## config.mk

```make
export PLATFORM = sky130hd
export DESIGN_NAME = alu_arbiter
export DESIGN_NICKNAME = d
export VERILOG_FILES = /design/src/rtl/alu_arbiter.sv
export SDC_FILE = /design/constraint.sdc
export NUM_CORES = 1
export LEC_CHECK = 0
export BUFFER_PORTS_ARGS = -buffer_cell sky130_fd_sc_hd__clkbuf_2
export CAP_MARGIN = 20
export CORE_MARGIN = 4
export CORE_UTILIZATION = 45
export CTS_CLUSTER_DIAMETER = 50
export DETAILED_ROUTE_END_ITERATION = 10
export PLACE_DENSITY = 0.72
export SYNTH_ARGS = -nofsm -noshare
export SYNTH_HDL_FRONTEND = slang
export SYNTH_SLANG_ARGS = --single-unit
export TNS_END_PERCENT = 20
```

## constraint.sdc

```tcl
create_clock -name clk -period 1.6 [get_ports clk]
set_input_delay 0 -clock clk [delete_from_list [all_inputs] [get_ports clk]]
set_output_delay 0 -clock clk [all_outputs]
set_load 0.01 [all_outputs]
```

## src/rtl/alu_arbiter.sv

```systemverilog
// Two-client arbiter in front of a single shared adder/subtractor.
// One operation in flight at a time (IDLE -> EXEC -> RESP), round-robin on ties.

// Combinational N-bit adder/subtractor: select=0 -> a+b, select=1 -> a+~b+1.
module arithmetic_unit #(
    parameter int N = 4
) (
    input  logic [N-1:0] a,
    input  logic [N-1:0] b,
    input  logic         select,
    output logic [N-1:0] out,
    output logic         cout
);
    logic [N-1:0] b_eff;

    assign b_eff       = select ? ~b : b;
    assign {cout, out} = {1'b0, a} + {1'b0, b_eff} + {{N{1'b0}}, select};
endmodule

module alu_arbiter #(
    parameter int N = 4
) (
    input  logic         clk,
    input  logic         rst,
    input  logic         req0_valid,
    output logic         req0_ready,
    input  logic [N-1:0] req0_a,
    input  logic [N-1:0] req0_b,
    input  logic         req0_op,
    input  logic         req1_valid,
    output logic         req1_ready,
    input  logic [N-1:0] req1_a,
    input  logic [N-1:0] req1_b,
    input  logic         req1_op,
    output logic         rsp0_valid,
    input  logic         rsp0_ready,
    output logic [N-1:0] rsp0_result,
    output logic         rsp0_cout,
    output logic         rsp1_valid,
    input  logic         rsp1_ready,
    output logic [N-1:0] rsp1_result,
    output logic         rsp1_cout,
    output logic         busy
);
    typedef enum logic [1:0] {
        S_IDLE = 2'd0,
        S_EXEC = 2'd1,
        S_RESP = 2'd2
    } state_t;

    state_t       state_q, state_d;
    logic         last_q, last_d;      // requester served most recently
    logic         owner_q, owner_d;    // requester of the operation in flight
    logic [N-1:0] opa_q, opa_d;
    logic [N-1:0] opb_q, opb_d;
    logic         opsel_q, opsel_d;

    logic [1:0]   rsp_valid_q;
    logic [N-1:0] rsp_result_q [2];
    logic [1:0]   rsp_cout_q;
    logic [1:0]   rsp_ready_vec;

    logic         winner;
    logic         accept;
    logic         rsp_hs;
    logic [N-1:0] alu_out;
    logic         alu_cout;

    // Round-robin winner: a lone requester wins; on a tie the one not served last wins.
    always_comb begin
        winner = 1'b0;
        if (req0_valid && req1_valid) begin
            winner = ~last_q;
        end else if (req1_valid) begin
            winner = 1'b1;
        end
    end

    // A valid request is always accepted in IDLE; never while reset is asserted.
    assign accept     = (state_q == S_IDLE) && !rst && (req0_valid || req1_valid);
    assign req0_ready = accept && !winner;
    assign req1_ready = accept && winner;

    assign rsp_ready_vec = {rsp1_ready, rsp0_ready};
    assign rsp_hs        = (state_q == S_RESP) && rsp_valid_q[owner_q] && rsp_ready_vec[owner_q];

    // Operands reach the shared unit only from registers.
    arithmetic_unit #(.N(N)) u_alu (
        .a      (opa_q),
        .b      (opb_q),
        .select (opsel_q),
        .out    (alu_out),
        .cout   (alu_cout)
    );

    // Next-state and operand-capture logic.
    always_comb begin
        state_d = state_q;
        last_d  = last_q;
        owner_d = owner_q;
        opa_d   = opa_q;
        opb_d   = opb_q;
        opsel_d = opsel_q;
        case (state_q)
            S_IDLE: begin
                if (accept) begin
                    owner_d = winner;
                    last_d  = winner;
                    opa_d   = winner ? req1_a  : req0_a;
                    opb_d   = winner ? req1_b  : req0_b;
                    opsel_d = winner ? req1_op : req0_op;
                    state_d = S_EXEC;
                end
            end
            S_EXEC: state_d = S_RESP;
            S_RESP: begin
                if (rsp_hs) begin
                    state_d = S_IDLE;
                end
            end
            default: state_d = S_IDLE;
        endcase
    end

    // Control and operand registers; last resets to 1 so requester 0 wins the first tie.
    always_ff @(posedge clk) begin
        if (rst) begin
            state_q <= S_IDLE;
            last_q  <= 1'b1;
            owner_q <= 1'b0;
            opa_q   <= '0;
            opb_q   <= '0;
            opsel_q <= 1'b0;
        end else begin
            state_q <= state_d;
            last_q  <= last_d;
            owner_q <= owner_d;
            opa_q   <= opa_d;
            opb_q   <= opb_d;
            opsel_q <= opsel_d;
        end
    end

    // Per-requester response registers: captured in EXEC by the owner, cleared on handshake.
    for (genvar gi = 0; gi < 2; gi++) begin : g_rsp
        localparam logic IDX = 1'(gi);

        // Response capture / valid clear for requester gi.
        always_ff @(posedge clk) begin
            if (rst) begin
                rsp_valid_q[gi]  <= 1'b0;
                rsp_result_q[gi] <= '0;
                rsp_cout_q[gi]   <= 1'b0;
            end else if (state_q == S_EXEC && owner_q == IDX) begin
                rsp_valid_q[gi]  <= 1'b1;
                rsp_result_q[gi] <= alu_out;
                rsp_cout_q[gi]   <= alu_cout;
            end else if (rsp_hs && owner_q == IDX) begin
                rsp_valid_q[gi]  <= 1'b0;
            end
        end
    end

    assign rsp0_valid  = rsp_valid_q[0];
    assign rsp0_result = rsp_result_q[0];
    assign rsp0_cout   = rsp_cout_q[0];
    assign rsp1_valid  = rsp_valid_q[1];
    assign rsp1_result = rsp_result_q[1];
    assign rsp1_cout   = rsp_cout_q[1];
    assign busy        = (state_q != S_IDLE);
endmodule

```

Word-level counts from Yosys, hierarchy flattened. Memory sizes are Yosys's and may differ from the RTL's. Index checks and enable logic that the tools add are counted. W data, S select, Z words.

Div/mod/pow operators: 0. Reduce and logical (&&, ||, !) cells: 20. Equal/unequal tests: 4. Muxes and demuxes: 27. Bitwise logic cells: 5. Add/sub/neg operators: 2. Shift-type cells: 0. Multipliers: 0. Order comparisons: 1.

Operators by type and width (number): $mux W4 (5); $mux W1 (19); $logic_and A1 B1 Y1 (11); $pmux W2 S3 (1); $reduce_bool A2 Y1 (3); $add A4 B4 Y5 (1); $add A5 B1 Y5 (1); $mux W2 (2); $ne A2 B2 Y1 const B (2); $not A4 Y4 (1); $reduce_and A2 Y1 (2); $eq A2 B1 Y1 const B (1); $eq A2 B2 Y1 const B (1); $logic_not A1 Y1 (2); $logic_not A2 Y1 (1); $lt A1 B2 Y1 const B (1); $not A1 Y1 (2); $or A1 B1 Y1 (2); $logic_or A1 B1 Y1 (1).

Output and inout bits: 15. Memory bits (read-only): 0. Input bits: 24. Word-level logic and storage cells: 70. Latch bits: 0. Memory bits (writable): 8. Memories kept: 1. Register bits: 17.

Memory list: rsp_result_q (depth 2, bits a word 4, rd ports 2, clocked after Yosys merged registers in 0, write ports 2, RTL line 59) `logic [N-1:0] rsp_result_q [2];`.

Logic depth before layout (Yosys ltp). Gate-level depths: netlist (run 1).

Depth in word-level cells: 7. Depth in mapped cells: 5. Depth with buffers taken out: 5.

By module. A second synthesis (run 1) with hierarchy kept.

Cell total of the unflattened synthesis: 127. Area, all modules: 1311.3 µm².

Modules (own cells, without submodules): alu_arbiter (instances 1, cells each 107, area each 1131.1 µm²); arithmetic_unit (instances 1, cells each 20, area each 180.2 µm²).

Least setup slack after synthesis (run 1). OpenSTA, ideal clock, no wires.

Kind: register -> register. From: register opb_q[0]. To: register rsp_cout_q[1] (netlist: rsp1_cout). Stages on the path, launching flop included: 6. Required time: 1.459 ns. Data arrival time: 1.505 ns. Buffers on the path: 0. Slack: -0.045 ns. Period minus slack after synthesis: 1.645 ns. Cell sequence: dfxtp_1 mux2_2 fa_1 a21o_1 a21oi_1 a311oi_1.

Longest elaborated chain between the ends: 4.

RTL lines: from (decl) (RTL line 55) `logic [N-1:0] opb_q, opb_d;`; from (signal assigned) (RTL line 139) `opb_q <= opb_d;`; $not A4 Y4 (RTL line 16) `assign b_eff = select ? ~b : b;`; $mux W4 (*) (RTL line 16); $add A4 B4 Y5 (*) (RTL line 17) `assign {cout, out} = {1'b0, a} + {1'b0, b_eff} + {{N{1'b0}}, select};`; $add A5 B1 Y5 (*) (RTL line 17); to (signal, indexed assignment) (RTL line 157) `rsp_cout_q[gi] <= alu_cout;`; to (decl) (RTL line 60) `logic [1:0] rsp_cout_q;`.

Every way passes the cells marked *; elsewhere a longest branch is shown, timed or not. A chain may end at the register's enable or synchronous reset.

Worst setup path in the final report (run 1). Same ends and word-level chain as after synthesis.

==> flow_summary.json, run 1 <==
{
  "clk_pin_slew_ns": 0.13,
  "cts.sinks": 25,
  "drt_iter0_markers": 21,
  "crit_path_top_delay_cell": "fa_2",
  "cts_tree": "yes",
  "drc": 0,
  "fillers": 237,
  "path_max_fanout": 2,
  "fin_skew_ns": 0.00164,
  "grt_use_met1_pct": 19.9,
  "critPathTopFamily": "compound AO/OA/AOI/OAI gates",
  "outcome": "finished, violations left",
  "synth.net_count": 156,
  "vias": 1149,
  "seq_area_frac_synth_pct": 44.3,
  "dp_hpwl_mm": 2.16,
  "grt_max_degree": 17,
  "yosysUniqueCellTypes": 37,
  "io_pins": 39,
  "reg2reg_from": "opb_q[0]",
  "die_h_um": 62.0,
  "die_area_um2": 3840,
  "grt_use_met2_pct": 32.1,
  "drv_cap": 0,
  "fin_nets": 205,
  "synth_common_cells": "17 x dfxtp_1, 11 x mux2i_1, 9 x a21oi_1, 9 x a31oi_1",
  "cp_cell_sequence": "mux2_4, fa_2, a21o_1, a21oi_2, a311oi_1",
  "fin_crit_sh_pct": 102,
  "clk_latency_ns": 0.32,
  "start_kind": "flip-flop",
  "post_drt_wl_per_cell_um": 14.3,
  "switching_power_w": 0.000490,
  "synth_most_common_cell": "dfxtp_1",
  "yosys.area_share.simple_pct": 16.8,
  "clockPowerShare_pct": 18.3,
  "worstHoldPathType": "in2reg",
  "syn_to_final_growth_pct": 28.1,
  "drv_slew": 0,
  "coreArea_um2": 2780,
  "crit_type": "reg2reg",
  "synth_compound_area_share_pct": 17.7,
  "peakVddDrop_v": 0.000598,
  "synth_edf_count": 8,
  "postLayoutCoreUtil_pct": 60.4,
  "worstMarginPinSlew_ns": 0.478,
  "hold_violations": 1,
  "num_antenna_cells": 0,
  "sw_frac_of_total_pct": 31.6,
  "stdcell_area_um2": 1680,
  "async_flop_share_pct": 0,
  "grt_overflow_total": 0,
  "yosysTopAreaCell": "dfxtp_1",
  "rsz0062_at_grt": "true",
  "drive_above_1_share_pct": 36.9,
  "cp_num_buf_inv": 0,
  "setup_ws_ns": -0.0318,
  "cp_data_arrival_time_ns": 1.82,
  "violations": "hold timing, setup timing",
  "gr-usage-met3_pct": 1.86,
  "pwr-share-seq_pct": 49.7,
  "viasPerCell": 5.55,
  "htree_num_levels": 1,
  "synth_mux_area_share_pct": 9.26,
  "syn-mean-instance-area_um2": 10.2,
  "antenna_found_initial": 0,
  "cts_root_buffer": "clkbuf_4",
  "whs_ns": -0.00165,
  "grt_busiest_layer": "met2",
  "synth_top_area_share_pct": 26.0,
  "fmax_ghz": 0.613,
  "synthXorXnorAreaFrac_pct": 3.34,
  "grt_pass1_vias": 1205,
  "synth_top_family_by_area": "compound AO/OA/AOI/OAI gates",
  "syn_inst": 128,
  "fin_crit_ns": 1.63,
  "dr.pass1.iters": 4,
  "synth_ff_type": "dfxtp_1",
  "synth_area_um2": 1310,
  "internal_power_w": 0.00106,
  "wl_mm": 2.95,
  "port_buffers": 38,
  "end_kind": "flip-flop",
  "max_stage_delay_ns": 0.38,
  "dpl_cell_area_um2": 1560,
  "rows": 19,
  "initial_core_util_pct": 47.1,
  "critPathLaunch": "opb_q[0]",
  "total_leakage_power_nw": 0.734,
  "ys_seq_elements": 25,
  "slew_headroom_pct": 68.1,
  "hp-start": "req0_b[2]",
  "gp_congestion": 0.778,
  "grt_pass1_wl_mm": 5.07,
  "die_w_um": 62.0,
  "ant_nets": 0,
  "combinationalPowerShare_pct": 32.0,
  "multi_input_area_um2": 708,
  "p_per_area_nw_per_um2": 923,
  "setup_viol": 1,
  "clock_path_buffers": 2,
  "yosysWarningCount": 0,
  "synthAdderAreaFrac_pct": 4.39,
  "regArea_um2": 587,
  "synth_area_leaders": "dfxtp_1 26%, edfxtp_1 18%, mux2i_1 8.4%",
  "cts_buffers": 3,
  "grtUsageTotal_pct": 17.3,
  "cp.required_ns": 1.79
}
==> logic make-up after synthesis <==
logic type | count (synthesis)
DFF | 25
adders and majority gates | 4
xor gates and xnor gates | 5
muxes | 12
buffers and inverters | 11
AOI/OAI and AO/OA | 35
and+or+nand+nor | 36
==> per-layer routing <==
| metal | part of all wire, % | vias to the layer above |
|---|---|---|
| li1 | - | 575 |
| met1 | 42 | 536 |
| met2 | 52 | 33 |
| met3 | 4.6 | 5 |
| met4 | 1.6 | 0 |
| met5 | 0 | - |
==> flip-flops by register name, indices dropped and copies added (netlist names) <==
register / flops
last_q: 1
opa_q: 4
opb_q: 4
opsel_q: 1
owner_q: 1
rsp0_cout: 1
rsp0_valid: 1
rsp1_cout: 1
rsp1_valid: 1
rsp_result_q: 8
state_q: 2
==> worst register-to-register path, stage by stage, from the launching register on <==
cell	delay, ns
dfxtp_2	0.36
mux2_4	0.33
fa_2	0.38
a21o_1	0.18
a21oi_2	0.15
a311oi_1	0.11
==> area by class of cell <==
type                       instances  area share [%]
multi-input combinational         92            42.2
inverter                           3           0.671
timing repair buffer              52            18.3
tap                               31            2.31
sequential                        25            34.9
clock buffer                       4            1.56
==> through the flow <==
stage               total power [W]  setup slack, ns  std cells  setup TNS (ns)
finish                      0.00155          -0.0318        207         -0.0318
global route                0.00163          -0.0873        207          -0.280
CTS                         0.00154        -0.000477        207       -0.000477
detailed placement          0.00122          -0.0977        197          -0.275
global placement            0.00120         -0.00789        197        -0.00789
floorplan                   0.00106         -0.00402        128        -0.00803
==> cells in the final DEF, fill, tap and decap left out, types with 5 or more instances in the layout <==
cell type	count
nor2_1	7
mux2i_1	11
dlygate4sd3_1	5
nand3_1	5
clkbuf_2	38
dfxtp_1	14
a211oi_1	8
edfxtp_1	8
a31oi_1	8
buf_4	9
a21oi_1	8
==> path summary, 6_finish.rpt <==
check	endpoint	slack, ns	cells past startpoint
hold reg to reg	last_q	0.55	2
setup reg to reg	rsp1_cout	-0.03	5
hold / removal	opb_q[2]	-0.002	3
setup / recovery	rsp1_cout	-0.03	5
==> what timing repair did <==
item / in CTS / in global routing
setup endpoints to repair: 7 / 6
buffers inserted: 1 / 0
endpoints found under the hold margin: 4 / 0
pin swaps: 1 / 2
resized for setup: 7 / 2
hold buffers: 5 / 0
==> power groups by stage <==
stage	clock network (W)	logic (W)	registers (W)
finish	0.000284	0.000495	0.000770
global route	0.000305	0.000552	0.000778
CTS	0.000289	0.000479	0.000770
detailed placement	0	0.000436	0.000782
global placement	0	0.000421	0.000779
floorplan	0	0.000283	0.000778
Note: power is estimated with default switching activity, not from simulation.
==> run 2: changes to the inputs <==
--- a/config.mk
+++ b/config.mk
@@ -8,10 +8,9 @@
 export BUFFER_PORTS_ARGS = -buffer_cell sky130_fd_sc_hd__clkbuf_2
 export CAP_MARGIN = 20
 export CORE_MARGIN = 4
-export CORE_UTILIZATION = 45
-export CTS_CLUSTER_DIAMETER = 50
+export CORE_UTILIZATION = 34
 export DETAILED_ROUTE_END_ITERATION = 10
-export PLACE_DENSITY = 0.72
+export PLACE_DENSITY = 0.57
 export SYNTH_ARGS = -nofsm -noshare
 export SYNTH_HDL_FRONTEND = slang
 export SYNTH_SLANG_ARGS = --single-unit
==> run 2 against run 1 <==
  * Global-route usage fell by 4.9 points
  * Routed wire length fell by 1.4%
  * Clock skew barely moved
  * Highest routed layer unchanged
  * Critical path type unchanged
  * The flow now finishes without violations
  * Critical endpoint is now rsp_result_q[0][3]
  * Worst hold slack improved by 0.046 ns
  * Setup slack improved by 0.068 ns
  * Sequential share of layout area fell by 0.22 points
  * Design area did not move
  * Die area rose by 28%
  * Final cell count rose by 6.8%
  * Flip-flop and latch count did not move
  * Utilization fell by 15 points
==> flow_summary.json, run 2 (synthesis results as in run 1) <==
{
  "worstHoldPathType": "in2reg",
  "dp_hpwl_mm": 2.27,
  "cp.required_ns": 1.72,
  "grtUsageTotal_pct": 12.5,
  "start_kind": "flip-flop",
  "fin_nets": 202,
  "rows": 22,
  "cts_root_buffer": "clkbuf_8",
  "drv_slew": 0,
  "die_w_um": 70.1,
  "path_max_fanout": 4,
  "die_h_um": 70.1,
  "io_pins": 39,
  "cp_cell_sequence": "xor2_1, ha_1, a21o_1, a31oi_4, mux2i_1",
  "clk_latency_ns": 0.27,
  "setup_viol": 0,
  "end_kind": "flip-flop",
  "top_regs": "rsp_result_q (8), opa_q (4), opb_q (4)",
  "grt_pass1_wl_mm": 4.97,
  "syn_to_final_growth_pct": 28.1,
  "grt_overflow_total": 0,
  "total_leakage_power_nw": 0.727,
  "drt_iter0_markers": 19,
  "rsz0062_at_grt": "true",
  "setup_ws_ns": 0.0367,
  "cp_num_buf_inv": 0,
  "cts.sinks": 25,
  "max_stage_delay_ns": 0.35,
  "ant_nets": 0,
  "dpl_cell_area_um2": 1590,
  "fmax_ghz": 0.640,
  "fillers": 364,
  "p_per_area_nw_per_um2": 962,
  "outcome": "complete, no violations",
  "fin_skew_ns": 0.00199,
  "coreArea_um2": 3690,
  "layout_commonest_cell": "clkbuf_2",
  "antenna_found_initial": 0,
  "port_buffers": 38,
  "final_cell_mix": "38 x clkbuf_2, 15 x dfxtp_1, 11 x mux2i_1, 11 x buf_4",
  "grt_max_degree": 14,
  "htree_num_levels": 1,
  "dr.pass1.iters": 4,
  "cts_buffers": 3,
  "worstMarginPinSlew_ns": 0.466,
  "critPathTopFamily": "compound AO/OA/AOI/OAI gates",
  "critPathLaunch": "opsel_q",
  "clock_path_buffers": 2,
  "wl_mm": 2.91,
  "hold_violations": 0,
  "gp_congestion": 0.786,
  "largest_reg_flops": 8,
  "largest-register": "rsp_result_q",
  "drc": 0,
  "peakVddDrop_v": 0.000382,
  "grt_pass1_vias": 1129,
  "cp_data_arrival_time_ns": 1.68,
  "cts_tree": "yes",
  "drv_cap": 0,
  "slew_headroom_pct": 68.9,
  "die_area_um2": 4910,
  "viasPerCell": 5.11,
  "hp-start": "req0_b[3]",
  "reg2reg_from": "opsel_q",
  "post_drt_wl_per_cell_um": 13.2,
  "crit_type": "reg2reg",
  "clk_pin_slew_ns": 0.08,
  "stdcell_area_um2": 1680,
  "fin_crit_sh_pct": 97.7,
  "dp_slack_ns": -0.0884,
  "drive_above_1_share_pct": 38.2,
  "initial_core_util_pct": 35.5,
  "num_antenna_cells": 0,
  "crit_path_top_delay_cell": "dfxtp_2",
  "vias": 1129,
  "fin_crit_ns": 1.56
}
-- run 2: cell types whose count changed in the layout (fill, tap and decap cells not counted), moves of 2 or more --
cell	change
dlygate4sd3_1	-5
clkbuf_4	-3
clkbuf_8	+3
buf_4	+2
-- run 2: what timing repair did --
action                                  4_1_cts  5_1_grt
buffers inserted                              1        1
endpoints found under the setup margin        5       13
gates resized for setup                       4        4
hold buffers                                  0        0
cloned                                        0        0
pin swaps                                     1        3
-- run 2: cell type report --
cell class	instances	area, um^2	share of cell area, %
inverter	3	11.3	0.671
tap	48	60.1	3.58
multi-input combinational	92	707	42.1
timing repair buffer	49	273	16.2
clock buffer	4	45.0	2.68
sequential	25	583	34.7
-- run 2: per-stage QoR --
step                      instances  hold slack [ns]  total power [W]  TNS (ns)  utilization [%]
final                           221           0.0442          0.00162         0             45.5
after global routing            221           0.0625          0.00172    -0.214             45.5
after CTS                       220           0.0448          0.00160   -0.0141             44.9
after detailed placement        215            0.332          0.00122    -0.188             43.0
after global placement          215            0.326          0.00120   -0.0459             43.0
after floorplan                 128            0.235          0.00106  -0.00803                -
-- run 2: path summary, 6_finish.rpt --
check / to / slack [ns] / cells past startpoint
worst max-delay path: rsp_result_q[0][3] / 0.04 / 5
worst min register to register: last_q / 0.53 / 2
worst min-delay path: opb_q[3] / 0.04 / 3
worst max register to register: rsp_result_q[0][3] / 0.04 / 5
-- run 2: report_power, final --
part           switching [W]  leakage (nW)  internal, W
Combinational       0.000249         0.480     0.000233
Clock               0.000192        0.0228     0.000178
Sequential         0.0000479         0.224     0.000716
Total               0.000489         0.727      0.00113
-- run 2: worst reg2reg max path: stages, from the launching register on --
cell and delay (ns):
dfxtp_2 0.35, xor2_1 0.16, ha_1 0.33, a21o_1 0.19, a31oi_4 0.18, mux2i_1 0.21
-- run 2: layer usage --
metal  track usage, %  routed length [um]  vias to the layer above  part of all wire (%)
met1             14.7                1310                      518                    45
met4             6.38                  80                        0                   2.7
met2             21.4                1390                       31                    48
met5                0                   0                        -                     0
li1                 -                   -                      573                     -
met3             2.30                 134                        7                   4.6
==> run 3: changes to the inputs <==
--- a/config.mk
+++ b/config.mk
@@ -10,7 +10,7 @@
 export CORE_MARGIN = 4
 export CORE_UTILIZATION = 34
 export DETAILED_ROUTE_END_ITERATION = 10
-export PLACE_DENSITY = 0.57
+export PLACE_DENSITY = 0.55
 export SYNTH_ARGS = -nofsm -noshare
 export SYNTH_HDL_FRONTEND = slang
 export SYNTH_SLANG_ARGS = --single-unit
==> constraint.sdc (replaced) <==
create_clock -name clk -period 2 [get_ports clk]
set_input_delay 0 -clock clk [delete_from_list [all_inputs] [get_ports clk]]
set_output_delay 0 -clock clk [all_outputs]
set_load 0.01 [all_outputs]
==> run 3 against run 2 <==
  * Critical path depth unchanged
  * Fmax decreased by 12%
  * Global-route usage decreased by 1.1 points
  * Utilization decreased by 2.7 points
  * Clock power decreased by 21%
  * Via count decreased by 2.7%
  * Register-to-register slack improved by 0.18 ns
  * Clock-buffer cell count decreased by 1
  * Design area decreased by 6.0%
  * Sequential share of layout area increased by 2.0 points
  * Highest routed layer unchanged
==> flow_summary.json, run 3 (synthesis results as in run 1) <==
{
  "cts_tree": "yes",
  "outcome": "complete, no violations",
  "syn_to_final_growth_pct": 20.4,
  "post_drt_wl_per_cell_um": 12.6,
  "cp.required_ns": 2.02,
  "power_w": 0.00122,
  "slew_headroom_pct": 60.9,
  "grt_pass1_vias": 1046,
  "cts-hold-fix-buffers": 0,
  "initial_core_util_pct": 35.5,
  "p_per_area_nw_per_um2": 772,
  "drv_slew": 0,
  "clock_path_buffers": 2,
  "hold_violations": 0,
  "clk_pin_slew_ns": 0.09,
  "worstHoldPathType": "in2reg",
  "fin_nets": 193,
  "drv_cap": 0,
  "clk_latency_ns": 0.27,
  "fmax_ghz": 0.560,
  "cp_data_arrival_time_ns": 1.80,
  "top_regs": "rsp_result_q (8), opa_q (4), opb_q (4)",
  "tns_ns": 0,
  "grtUsageTotal_pct": 11.3,
  "crit_type": "reg2reg",
  "end_kind": "flip-flop",
  "gp_congestion": 0.798,
  "cts_root_buffer": "clkbuf_8",
  "place_inst": 208,
  "total_leakage_power_nw": 0.679,
  "vias": 1098,
  "antenna_found_initial": 0,
  "ant_nets": 0,
  "grt_max_degree": 20,
  "layout_commonest_cell": "clkbuf_2",
  "crit_path_top_delay_cell": "dfxtp_1",
  "drive_above_1_share_pct": 31.7,
  "post-cts-setup-buffers": 0,
  "dr.pass1.iters": 4,
  "num_antenna_cells": 0,
  "final_cell_mix": "38 x clkbuf_2, 17 x dfxtp_1, 11 x mux2i_1, 9 x a31oi_1, 9 x a21oi_1",
  "coreArea_um2": 3690,
  "io_pins": 39,
  "cp_cell_sequence": "xor2_1, ha_1, a21o_1, a31oi_1, mux2i_1",
  "largest_reg_flops": 8,
  "htree_num_levels": 1,
  "cts.sinks": 25,
  "die_h_um": 70.1,
  "die_w_um": 70.1,
  "worstMarginPinSlew_ns": 0.581,
  "grt_pass1_wl_mm": 4.62,
  "start_kind": "flip-flop",
  "grt_overflow_total": 0,
  "cts_resized": 0,
  "fin_skew_ns": 0.00659,
  "port_buffers": 38,
  "die_area_um2": 4910,
  "drc": 0,
  "rsz0062_at_grt": "false",
  "setup_viol": 0,
  "fin_cells": 212,
  "fin_crit_sh_pct": 89.3,
  "fin_crit_ns": 1.79,
  "largest-register": "rsp_result_q",
  "peakVddDrop_v": 0.000405,
  "drt_iter0_markers": 42,
  "viasPerCell": 5.18,
  "dp_hpwl_mm": 2.11,
  "path_max_fanout": 5,
  "wl_mm": 2.66,
  "rows": 22,
  "cts_buffers": 3,
  "max_stage_delay_ns": 0.43
}
## run 3: final timing paths
path / to / cells past startpoint / slack (ns) / from
max: rsp_result_q[0][3] / 5 / 0.21 / opsel_q
min: opa_q[3] / 3 / 0.05 / req0_a[3]
max reg2reg: rsp_result_q[0][3] / 5 / 0.21 / opsel_q
min reg2reg: rsp0_valid / 2 / 0.53 / rsp0_valid
## run 3: final cells by class
class,count,area (um^2)
clock buffers,3,41.3
clock inverters,1,5.00
fillers,385,2110
inverters,3,11.3
multi-input cells,92,676
flip-flops and latches,25,581
well taps,48,60.1
repair buffers,40,205
## run 3: through the flow
| stage | util [%] | hold slack [ns] | setup slack (ns) | area [um^2] |
|---|---|---|---|---|
| floorplan | - | 0.235 | 0.355 | 1310 |
| global placement | 41.6 | 0.326 | 0.290 | 1530 |
| detailed placement | 41.6 | 0.336 | 0.228 | 1530 |
| CTS | 42.8 | 0.0460 | 0.219 | 1580 |
| global route | 42.8 | 0.0563 | 0.0590 | 1580 |
| finish | 42.8 | 0.0453 | 0.214 | 1580 |
## run 3: power by group
group	internal, W	total (W)	switching (W)
logic	0.000144	0.000310	0.000166
registers	0.000572	0.000616	0.0000448
clock network	0.000139	0.000293	0.000154
total	0.000855	0.00122	0.000364
## run 3: worst max-delay path, delay by kind of cell (launching register included)
family / cells / cell delay [ns]
mux: 1 / 0.12
flops: 1 / 0.43
fa+ha+maj: 1 / 0.30
compound gates: 2 / 0.49
xor+xnor: 1 / 0.19
## run 3: metal layers
metal / up-vias / track usage [%] / routed length, um
met5: - / 0 / 0
met4: 0 / 3.83 / 38
met3: 4 / 1.87 / 128
met2: 33 / 18.7 / 1270
met1: 511 / 14.9 / 1220
li1: 550 / - / -
